`src/rtl/mc_pkg.sv`:
```
// Shared encodings for the multi-cycle MIPS-subset controller and future decoders.
// Pure declarations: no logic, no latency. No flow control.
// Holds state encoding, ALU/select codes, opcode/funct constants and the class flag struct.
package mc_pkg;

    typedef enum logic [2:0] {
        ST_FETCH  = 3'd0,
        ST_DECODE = 3'd1,
        ST_EXEC   = 3'd2,
        ST_MEM    = 3'd3,
        ST_WB     = 3'd4
    } state_t;

    localparam logic [2:0] ALU_ADD = 3'd0;
    localparam logic [2:0] ALU_SUB = 3'd1;
    localparam logic [2:0] ALU_OR  = 3'd2;
    localparam logic [2:0] ALU_LUI = 3'd3;

    localparam logic [1:0] NPC_PC4  = 2'd0;
    localparam logic [1:0] NPC_BR   = 2'd1;
    localparam logic [1:0] NPC_JUMP = 2'd2;
    localparam logic [1:0] NPC_RS   = 2'd3;

    localparam logic [1:0] DST_RT = 2'd0;
    localparam logic [1:0] DST_RD = 2'd1;
    localparam logic [1:0] DST_RA = 2'd2;

    localparam logic [1:0] WB_ALU = 2'd0;
    localparam logic [1:0] WB_DM  = 2'd1;
    localparam logic [1:0] WB_PC4 = 2'd2;

    localparam logic [5:0] OP_RTYPE = 6'h00;
    localparam logic [5:0] OP_J     = 6'h02;
    localparam logic [5:0] OP_JAL   = 6'h03;
    localparam logic [5:0] OP_BEQ   = 6'h04;
    localparam logic [5:0] OP_ORI   = 6'h0D;
    localparam logic [5:0] OP_LUI   = 6'h0F;
    localparam logic [5:0] OP_LW    = 6'h23;
    localparam logic [5:0] OP_SW    = 6'h2B;

    localparam logic [5:0] FN_JR    = 6'h08;
    localparam logic [5:0] FN_ADDU  = 6'h21;
    localparam logic [5:0] FN_SUBU  = 6'h23;

    typedef struct packed {
        logic alu_r;
        logic ori;
        logic lui;
        logic lw;
        logic sw;
        logic beq;
        logic j;
        logic jal;
        logic jr;
        logic nop;
    } instr_class_t;

endpackage

```
`src/rtl/mc_instr_class.sv`:
```
// Opcode/funct decode of a 32-bit instruction word into one-hot class flags.
// Latency: purely combinational, zero cycles.
// Backpressure: none; output follows input every cycle.
module mc_instr_class
    import mc_pkg::*;
(
    input  logic [31:0]  instr,
    output instr_class_t cls
);

    logic [5:0] op;
    logic [5:0] funct;
    logic       is_rtype;
    logic       unused_fields;

    assign op       = instr[31:26];
    assign funct    = instr[5:0];
    assign is_rtype = (op == OP_RTYPE);

    // Register and immediate fields do not affect the class.
    assign unused_fields = ^instr[25:6];

    always_comb begin
        cls       = '0;
        cls.alu_r = is_rtype && ((funct == FN_ADDU) || (funct == FN_SUBU));
        cls.jr    = is_rtype && (funct == FN_JR);
        cls.ori   = (op == OP_ORI);
        cls.lui   = (op == OP_LUI);
        cls.lw    = (op == OP_LW);
        cls.sw    = (op == OP_SW);
        cls.beq   = (op == OP_BEQ);
        cls.j     = (op == OP_J);
        cls.jal   = (op == OP_JAL);
        // Anything unrecognised, including the all-zero word, retires as nop.
        cls.nop   = ~(cls.alu_r | cls.jr | cls.ori | cls.lui | cls.lw |
                      cls.sw | cls.beq | cls.j | cls.jal);
    end

endmodule

```
`src/rtl/multicycle_ctrl.sv`:
```
// Multi-cycle FETCH/DECODE/EXEC/MEM/WB controller; optional MC_MEM_WAIT_EN adds the mem_ready port.
// Latency: outputs combinational from state and instr; CPI 2 (j/jr/nop) to 5 (lw).
// Backpressure: with MC_MEM_WAIT_EN, MEM holds until mem_ready; otherwise MEM is always one cycle.
module multicycle_ctrl
    import mc_pkg::*;
#(
    parameter int CNT_W = 32
) (
    input  logic             clk,
    input  logic             reset,
    input  logic [31:0]      instr,
    input  logic             equal,
`ifdef MC_MEM_WAIT_EN
    input  logic             mem_ready,
`endif
    output logic             PC_WE,
    output logic             IR_WE,
    output logic [1:0]       npc_sel,
    output logic             GRF_WE,
    output logic [1:0]       sel_rt_rd_31,
    output logic [1:0]       sel_alu_dm_pc4,
    output logic             sel_zero_sign,
    output logic             sel_imm32_rt,
    output logic [2:0]       ALUOp,
    output logic             DM_RE,
    output logic             DM_WE,
    output logic [2:0]       state,
    output logic             instr_done,
    output logic [CNT_W-1:0] retired
);

    state_t       cur_state;
    state_t       next_state;
    instr_class_t cls;
    logic         mem_go;
    logic         hold_sel;

    mc_instr_class u_class (
        .instr (instr),
        .cls   (cls)
    );

`ifdef MC_MEM_WAIT_EN
    assign mem_go = mem_ready;
`else
    assign mem_go = 1'b1;
`endif

    assign state = cur_state;

    always_ff @(posedge clk) begin
        if (reset) begin
            cur_state <= ST_FETCH;
            retired   <= '0;
        end else begin
            cur_state <= next_state;
            if (instr_done) begin
                retired <= retired + CNT_W'(1);
            end
        end
    end

    always_comb begin
        next_state = cur_state;
        PC_WE      = 1'b0;
        IR_WE      = 1'b0;
        npc_sel    = NPC_PC4;
        GRF_WE     = 1'b0;
        DM_RE      = 1'b0;
        DM_WE      = 1'b0;
        instr_done = 1'b0;

        case (cur_state)
            ST_FETCH: begin
                IR_WE      = 1'b1;
                PC_WE      = 1'b1;
                next_state = ST_DECODE;
            end
            ST_DECODE: begin
                if (cls.j || cls.jr) begin
                    PC_WE      = 1'b1;
                    npc_sel    = cls.jr ? NPC_RS : NPC_JUMP;
                    instr_done = 1'b1;
                    next_state = ST_FETCH;
                end else if (cls.jal) begin
                    // PC+4 latch already holds the link value, so the PC can be
                    // redirected now; jal then idles through EXEC to keep CPI 4.
                    PC_WE      = 1'b1;
                    npc_sel    = NPC_JUMP;
                    next_state = ST_EXEC;
                end else if (cls.nop) begin
                    instr_done = 1'b1;
                    next_state = ST_FETCH;
                end else begin
                    next_state = ST_EXEC;
                end
            end
            ST_EXEC: begin
                if (cls.beq) begin
                    PC_WE      = equal;
                    npc_sel    = NPC_BR;
                    instr_done = 1'b1;
                    next_state = ST_FETCH;
                end else if (cls.lw || cls.sw) begin
                    next_state = ST_MEM;
                end else begin
                    next_state = ST_WB;
                end
            end
            ST_MEM: begin
                if (cls.lw) begin
                    DM_RE = 1'b1;
                    if (mem_go) begin
                        next_state = ST_WB;
                    end
                end else begin
                    DM_WE = 1'b1;
                    if (mem_go) begin
                        instr_done = 1'b1;
                        next_state = ST_FETCH;
                    end
                end
            end
            ST_WB: begin
                GRF_WE     = 1'b1;
                instr_done = 1'b1;
                next_state = ST_FETCH;
            end
            default: begin
                next_state = ST_FETCH;
            end
        endcase

        // Reset kills every side effect, including one mid-instruction.
        if (reset) begin
            PC_WE      = 1'b0;
            IR_WE      = 1'b0;
            GRF_WE     = 1'b0;
            DM_RE      = 1'b0;
            DM_WE      = 1'b0;
            instr_done = 1'b0;
        end
    end

    // Datapath selects are set from EXEC onward and held to the last cycle.
    assign hold_sel = (cur_state == ST_EXEC) || (cur_state == ST_MEM) || (cur_state == ST_WB);

    always_comb begin
        sel_zero_sign  = 1'b0;
        sel_imm32_rt   = 1'b0;
        ALUOp          = ALU_ADD;
        sel_rt_rd_31   = DST_RT;
        sel_alu_dm_pc4 = WB_ALU;
        if (hold_sel) begin
            sel_zero_sign = cls.lw || cls.sw;
            sel_imm32_rt  = cls.alu_r || cls.beq;
            if (cls.beq || (cls.alu_r && (instr[5:0] == FN_SUBU))) begin
                ALUOp = ALU_SUB;
            end else if (cls.ori) begin
                ALUOp = ALU_OR;
            end else if (cls.lui) begin
                ALUOp = ALU_LUI;
            end
            if (cls.alu_r) begin
                sel_rt_rd_31 = DST_RD;
            end else if (cls.jal) begin
                sel_rt_rd_31 = DST_RA;
            end
            if (cls.lw) begin
                sel_alu_dm_pc4 = WB_DM;
            end else if (cls.jal) begin
                sel_alu_dm_pc4 = WB_PC4;
            end
        end
    end

endmodule

```
`config.mk`:
```
export PLATFORM = sky130hd
export DESIGN_NAME = multicycle_ctrl
export DESIGN_NICKNAME = d
export VERILOG_FILES = /design/src/rtl/mc_pkg.sv /design/src/rtl/mc_instr_class.sv /design/src/rtl/multicycle_ctrl.sv
export SDC_FILE = /design/constraint.sdc
export NUM_CORES = 1
export LEC_CHECK = 0
export ABC_AREA = 1
export BUFFER_PORTS_ARGS = -buffer_cell sky130_fd_sc_hd__buf_2
export CAP_MARGIN = 20
export CELL_PAD_IN_SITES_DETAIL_PLACEMENT = 0
export CELL_PAD_IN_SITES_GLOBAL_PLACEMENT = 1
export CORE_MARGIN = 8
export CORE_UTILIZATION = 34
export DETAILED_ROUTE_END_ITERATION = 6
export PLACE_DENSITY_LB_ADDON = 0.1
export SLEW_MARGIN = 20
export SYNTH_ARGS = -nofsm -noshare
export SYNTH_HDL_FRONTEND = slang
export SYNTH_SLANG_ARGS = --single-unit
```
`constraint.sdc`:
```
create_clock -name clk -period 2 [get_ports clk]
set_input_delay 0.3 -clock clk [delete_from_list [all_inputs] [get_ports clk]]
set_output_delay 0.3 -clock clk [all_outputs]
set_load 0.1 [all_outputs]
```
; Word level (Yosys, flattened, before mapping)
; Index checks and enable logic that the tools add are counted.
[word_totals]
mem_bits_ro = 0
elab_cells = 80
n_memories = 0
latchBits = 0
ff_bits = 35
out_inout_bits = 52
ramBits = 0
[classes]
eq_ne = 14
div = 0
n_reduce_logical = 12
addsub = 1
muxes = 43
shift = 0
bitwise_logic = 8
n_mul = 0
order_cmp = 0
[ops]
columns = op, count
row1 = $add A32 B1 Y32 const B, 1
row2 = $mux W2, 13
row3 = $eq A6 B6 Y1 const B, 4
row4 = $mux W1, 23
row5 = $eq A6 B4 Y1 const B, 3
row6 = $eq A6 B2 Y1 const B, 2
row7 = $pmux W3 S4, 1
row8 = $mux W3, 3
row9 = $or A1 B1 Y1, 8
row10 = $logic_or A1 B1 Y1, 7
row11 = $eq A3 B2 Y1 const B, 2
row12 = $eq A6 B3 Y1 const B, 1
row13 = $logic_not A6 Y1, 1
row14 = $pmux W1 S4, 1
row15 = $pmux W2 S2, 1
row16 = $eq A3 B1 Y1 const B, 1
row17 = $eq A3 B3 Y1 const B, 1
row18 = $logic_and A1 B1 Y1, 3
row19 = $logic_not A3 Y1, 1
row20 = $pmux W1 S3, 1

; Logic depth before layout (Yosys ltp)
[depth]
ltp_word = 16
ltp_mapped = 11

; Hierarchy
; From an unflattened synthesis, not the netlist that was laid out.
[unflattened]
hier_cells = 411
hier_area_um2 = 2285.9
[modules_own_cells]
columns = mod, cells_per_inst, seq_area_each_um2, area_per_inst_um2, n_inst
row1 = multicycle_ctrl, 361, 700.7, 2075.7, 1
row2 = mc_instr_class, 50, 0.0, 210.2, 1

; Worst setup path before layout
; No wires, ideal clock.
[synth_path]
kind = reg2out
from = register cur_state[0] (netlist: state[0])
to = output PC_WE
arrival_time_ps = 4177
path_buffers = 0
required_ps = 1700
stages_incl_launch_ff = 5
path_slack_ps = -2477
path_cell_list = dfxtp_1 -> nand3_1 -> nor2_1 -> a31oi_1 -> a21oi_1
[synth_via]
elab_chain_cells = 3
word_cells_on_any_way = 5
classes_between = eq/ne (2) / mux (2) / reduce/logical (1)
[synth_rtl]
columns = element, line_no
row1 = start: declaration, multicycle_ctrl.sv:32  ; state_t cur_state;
row2 = start signal: assignment, multicycle_ctrl.sv:56  ; cur_state <= next_state;
row3 = "$eq A3 B2 Y1, or another cell as far along", multicycle_ctrl.sv:73  ; case (cur_state)
row4 = $pmux W1 S3 *, multicycle_ctrl.sv:73
row5 = $mux W1 *, multicycle_ctrl.sv:135  ; if (reset) begin
row6 = end: declaration, multicycle_ctrl.sv:16  ; output logic PC_WE,
; Every way passes the cells marked *; elsewhere a longest branch is shown, timed or not.

; Final worst setup path
[layout_path]
from = input instr[28]
to = output instr_done
[layout_via]
elab_chain_cells = 15
word_cells_on_any_way = 26
classes_between = eq/ne (7) / mux (7) / bitwise (8) / reduce/logical (4)
[layout_rtl]
columns = element, line_no
row1 = start: declaration, multicycle_ctrl.sv:11  ; input logic [31:0] instr,
row2 = $logic_not A6 Y1, mc_instr_class.sv:18  ; assign is_rtype = (op == OP_RTYPE);
row3 = $logic_and A1 B1 Y1 (on tied branches), "mc_instr_class.sv:25, mc_instr_class.sv:26"
row4 = $or A1 B1 Y1 (5 in series), mc_instr_class.sv:35  ; cls.nop = ~(cls.alu_r | cls.jr | cls.ori | cls.lui | cls.lw |
row5 = $or A1 B1 Y1 (3 in series), mc_instr_class.sv:36  ; cls.sw | cls.beq | cls.j | cls.jal);
row6 = $mux W1, multicycle_ctrl.sv:91  ; end else if (cls.nop) begin
row7 = $mux W1, multicycle_ctrl.sv:85  ; end else if (cls.jal) begin
row8 = $mux W1, multicycle_ctrl.sv:80  ; if (cls.j || cls.jr) begin
row9 = $pmux W1 S4 *, multicycle_ctrl.sv:73
row10 = $mux W1 *, multicycle_ctrl.sv:135
row11 = end: declaration, multicycle_ctrl.sv:28  ; output logic instr_done,
; Marks and branches as above.

==> flow_summary_export.csv <==
group,metric,value,unit
placement,numPortBuffers,65,
global_route,grt_pass1_wl,14.2,mm
placement,hpwl,6.85,mm
logic_synthesis,synth_edf_count,0,
routing,drt_iter0_markers,103,
worst_setup_path,worstReg2RegEnd,"retired[16]",
worst_setup_path,ff2ff_setup_slack,0.21,ns
worst_setup_path,required,1.70,ns
routing,vias_per_cell,4.87,
logic_synthesis,synth_seq_cells,35,
routing,wl,8.46,mm
floorplanning,ioPinCount,87,
timing,final_max_slew_viol_count,0,
clocking,clock_latency,0.29,ns
logic_synthesis,yosys_warnings,0,
global_route,grt_usage,0.169,
final_layout,drive_gt1_frac,0.278,
clocking,cts.sink_count,35,
placement,place.gp.congestion,0.846,
power_and_ir_drop,vdd_drop_max,0.207,mV
routing,drc,0,
global_route,grt_overflow_total,0,
run,maxCapViolations,0,
logic_synthesis,synth.avg_cell_area,5.93,µm²
timing,rsz0062_at_grt,"true",
timing,post-route-period-util,0.963,
final_layout,n_antenna_cell,0,
worst_setup_path,worst_setup_path_start_kind,"input pin",
logic_synthesis,synth_top_area_cell,"dfxtp_1",
clocking,cts-root-buf,"clkbuf_8",
clocking,path_clk_slew,0.07,ns
logic_synthesis,yosysUniqueCellTypes,28,
worst_setup_path,r2r-start,"retired[0]",
logic_synthesis,netlist.area_leader.share,0.271,
hold_path,hold_path.class,"input pin to flop",
routing,post_drt_wl_per_cell,13.9,µm
global_route,grt_pass1_vias,2939,
timing,finalSetupViolations,0,
floorplanning,coreArea,7570,µm²
floorplanning,core.rowCount,32,
timing,period_needed,1.93,ns
timing,timing.final.hold_violations,0,
worst_setup_path,crit_arrival,1.63,ns
floorplanning,fp.dieW,103,µm
final_layout,fillers,827,
hold_path,min_from,"reset",
hold_path,worstHoldPathCells,2,
final_layout,fin_nets,545,
clocking,cts_tree,"yes",
worst_setup_path,crit_type,"input pin to output port",
final_layout,area_growth_syn_to_layout,36.3,%
routing,dr.pass1.iters,4,
logic_synthesis,synth-async-reset-ratio,0,
worst_setup_path,worstSetupEndpointType,"output port",
logic_synthesis,syn_inst,436,
worst_setup_path,worst_r2r_path_depth,8,
logic_synthesis,ys_seq_area_frac,0.271,
final_layout,final_util,0.466,
routing,via_count,2968,
timing,max_freq,519,MHz
timing,finalSetupTns,0,ns
logic_synthesis,ys.flop_type,"dfxtp_1",
logic_synthesis,synth.area.top_cells,"dfxtp_1, nand2_1, nor2_1",
power_and_ir_drop,p_leak,1.45,nW
hold_path,hold-path-endpoint,"state[2]",
clocking,cts_buffer_depth,2,
floorplanning,die_area,10700,µm²
global_route,antenna_found_initial,0,
worst_setup_path,crit_fanout,4,
timing,fin_skew,0.00411,ns
floorplanning,start_util,0.342,
logic_synthesis,syn_nets,472,
power_and_ir_drop,pwr_density_cell,416,nW/µm²
routing,ant_nets,0,
clocking,h-tree-depth,2,
floorplanning,dieHeight,103,µm
logic_synthesis,syn-cell-area,2590,µm²
clocking,cts_buffers,5,
run_status,status,"completed",
global_route,grt_max_degree,31,
timing repair:
action,CTS,global route
buffers inserted,1,1
pin swaps,2,5
gates cloned,0,0
hold buffers,0,0
resized for setup,2,6
endpoints found under the setup margin,1,2
metrics by stage:
| stage | cells | setup slack [ns] | hold slack (ns) | power, mW | area (µm²) |
|---|---|---|---|---|---|
| 3_5_place_dp | 602 | 0.0405 | 0.474 | 0.992 | 3400 |
| 6_report | 610 | 0.0736 | 0.341 | 1.47 | 3530 |
| 3_3_place_gp | 602 | 0.0708 | 0.471 | 0.991 | 3400 |
| 5_1_grt | 610 | -0.0247 | 0.340 | 1.55 | 3530 |
| 4_1_cts | 609 | 0.00281 | 0.341 | 1.48 | 3490 |
| 2_1_floorplan | 436 | -0.368 | 0.521 | 0.918 | 2720 |
critical path, cell delays in order:
cell and delay [ns]:
buf_2 0.12, nor2_2 0.18, nand3_2 0.16, nor2_1 0.14
nor2_1 0.09, nand2_1 0.11, nand3_2 0.12, nand3_4 0.11
clkinvlp_4 0.11, buf_12 0.17
cells in the mapped netlist, types with 2 or more instances:
cell type / number
buf_2: 6
inv_2: 4
nor2_1: 78
inv_1: 21
nand4_1: 31
nor2_2: 3
nand3_1: 10
nor2_4: 2
a21oi_1: 35
buf_6: 3
clkbuf_1: 7
nor3_1: 4
xnor2_1: 5
nand3_2: 2
xor2_1: 10
clkinv_1: 2
dfxtp_1: 35
nand2_1: 153
nand3b_1: 16
cell families (layout without fill, tap and decap cells):
family,after synthesis,after routing,share of synthesized area
buffers and inverters,44,116,0.0769
AO/OA/AOI/OAI,38,38,0.0750
XOR/XNOR,15,15,0.0508
flip-flops,35,35,0.271
AND/OR/NAND/NOR,302,302,0.520
other,1,1,0.00145
adder cells (fa/ha/maj),1,1,0.00483
final cells by class:
class                      count  area (µm²)  area share
timing repair buffer          83         671       0.190
inverter                      27         105      0.0298
multi-input combinational    357        1820       0.516
sequential                    35         731       0.207
clock buffer                   6        72.6      0.0206
tap                          102         128      0.0362
per-layer routing:
metal	wire [µm]	global-route usage	up-vias
met2	4030	0.293	64
met4	144	0.0512	0
li1	-	-	1566
met1	3860	0.202	1328
met5	0	0	-
met3	423	0.0388	10
worst max path at each step:
stage	from	end	slack, ns	cells after the start
2_1_floorplan	instr[28]	PC_WE	-0.37	7
3_3_place_gp	instr[28]	instr_done	0.07	10
3_5_place_dp	instr[28]	instr_done	0.04	10
4_1_cts	state[2]	instr_done	0.003	10
5_1_grt	state[2]	instr_done	-0.02	10
6_report	instr[28]	instr_done	0.07	10
layout by cell type, fill, tap and decap left out, drive strengths merged:
| master | instances |
|---|---|
| buf | 83 |
| clkinv | 2 |
| nand3 | 13 |
| clkinvlp | 1 |
| inv | 24 |
| a31oi | 1 |
| clkbuf | 6 |
| nand4 | 31 |
| nor3 | 5 |
| conb | 1 |
| nor2 | 83 |
| dfxtp | 35 |
| o21ai | 1 |
| xor2 | 10 |
| nand3b | 16 |
| xnor2 | 5 |
| a21oi | 35 |
| o31ai | 1 |
| nand2 | 154 |
| ha | 1 |
power by group:
group / internal (mW) / switching [mW] / leakage (nW) / total (mW)
combinational: 0.0668 / 0.205 / 1.12 / 0.272
sequential: 0.699 / 0.00841 / 0.292 / 0.708
clock: 0.233 / 0.256 / 0.0371 / 0.489
total: 0.999 / 0.470 / 1.45 / 1.47
sequential cells by signal (all words and copies together) (netlist names):
name,cells
state,3
retired,32
Power figures use the tool's default switching activity.
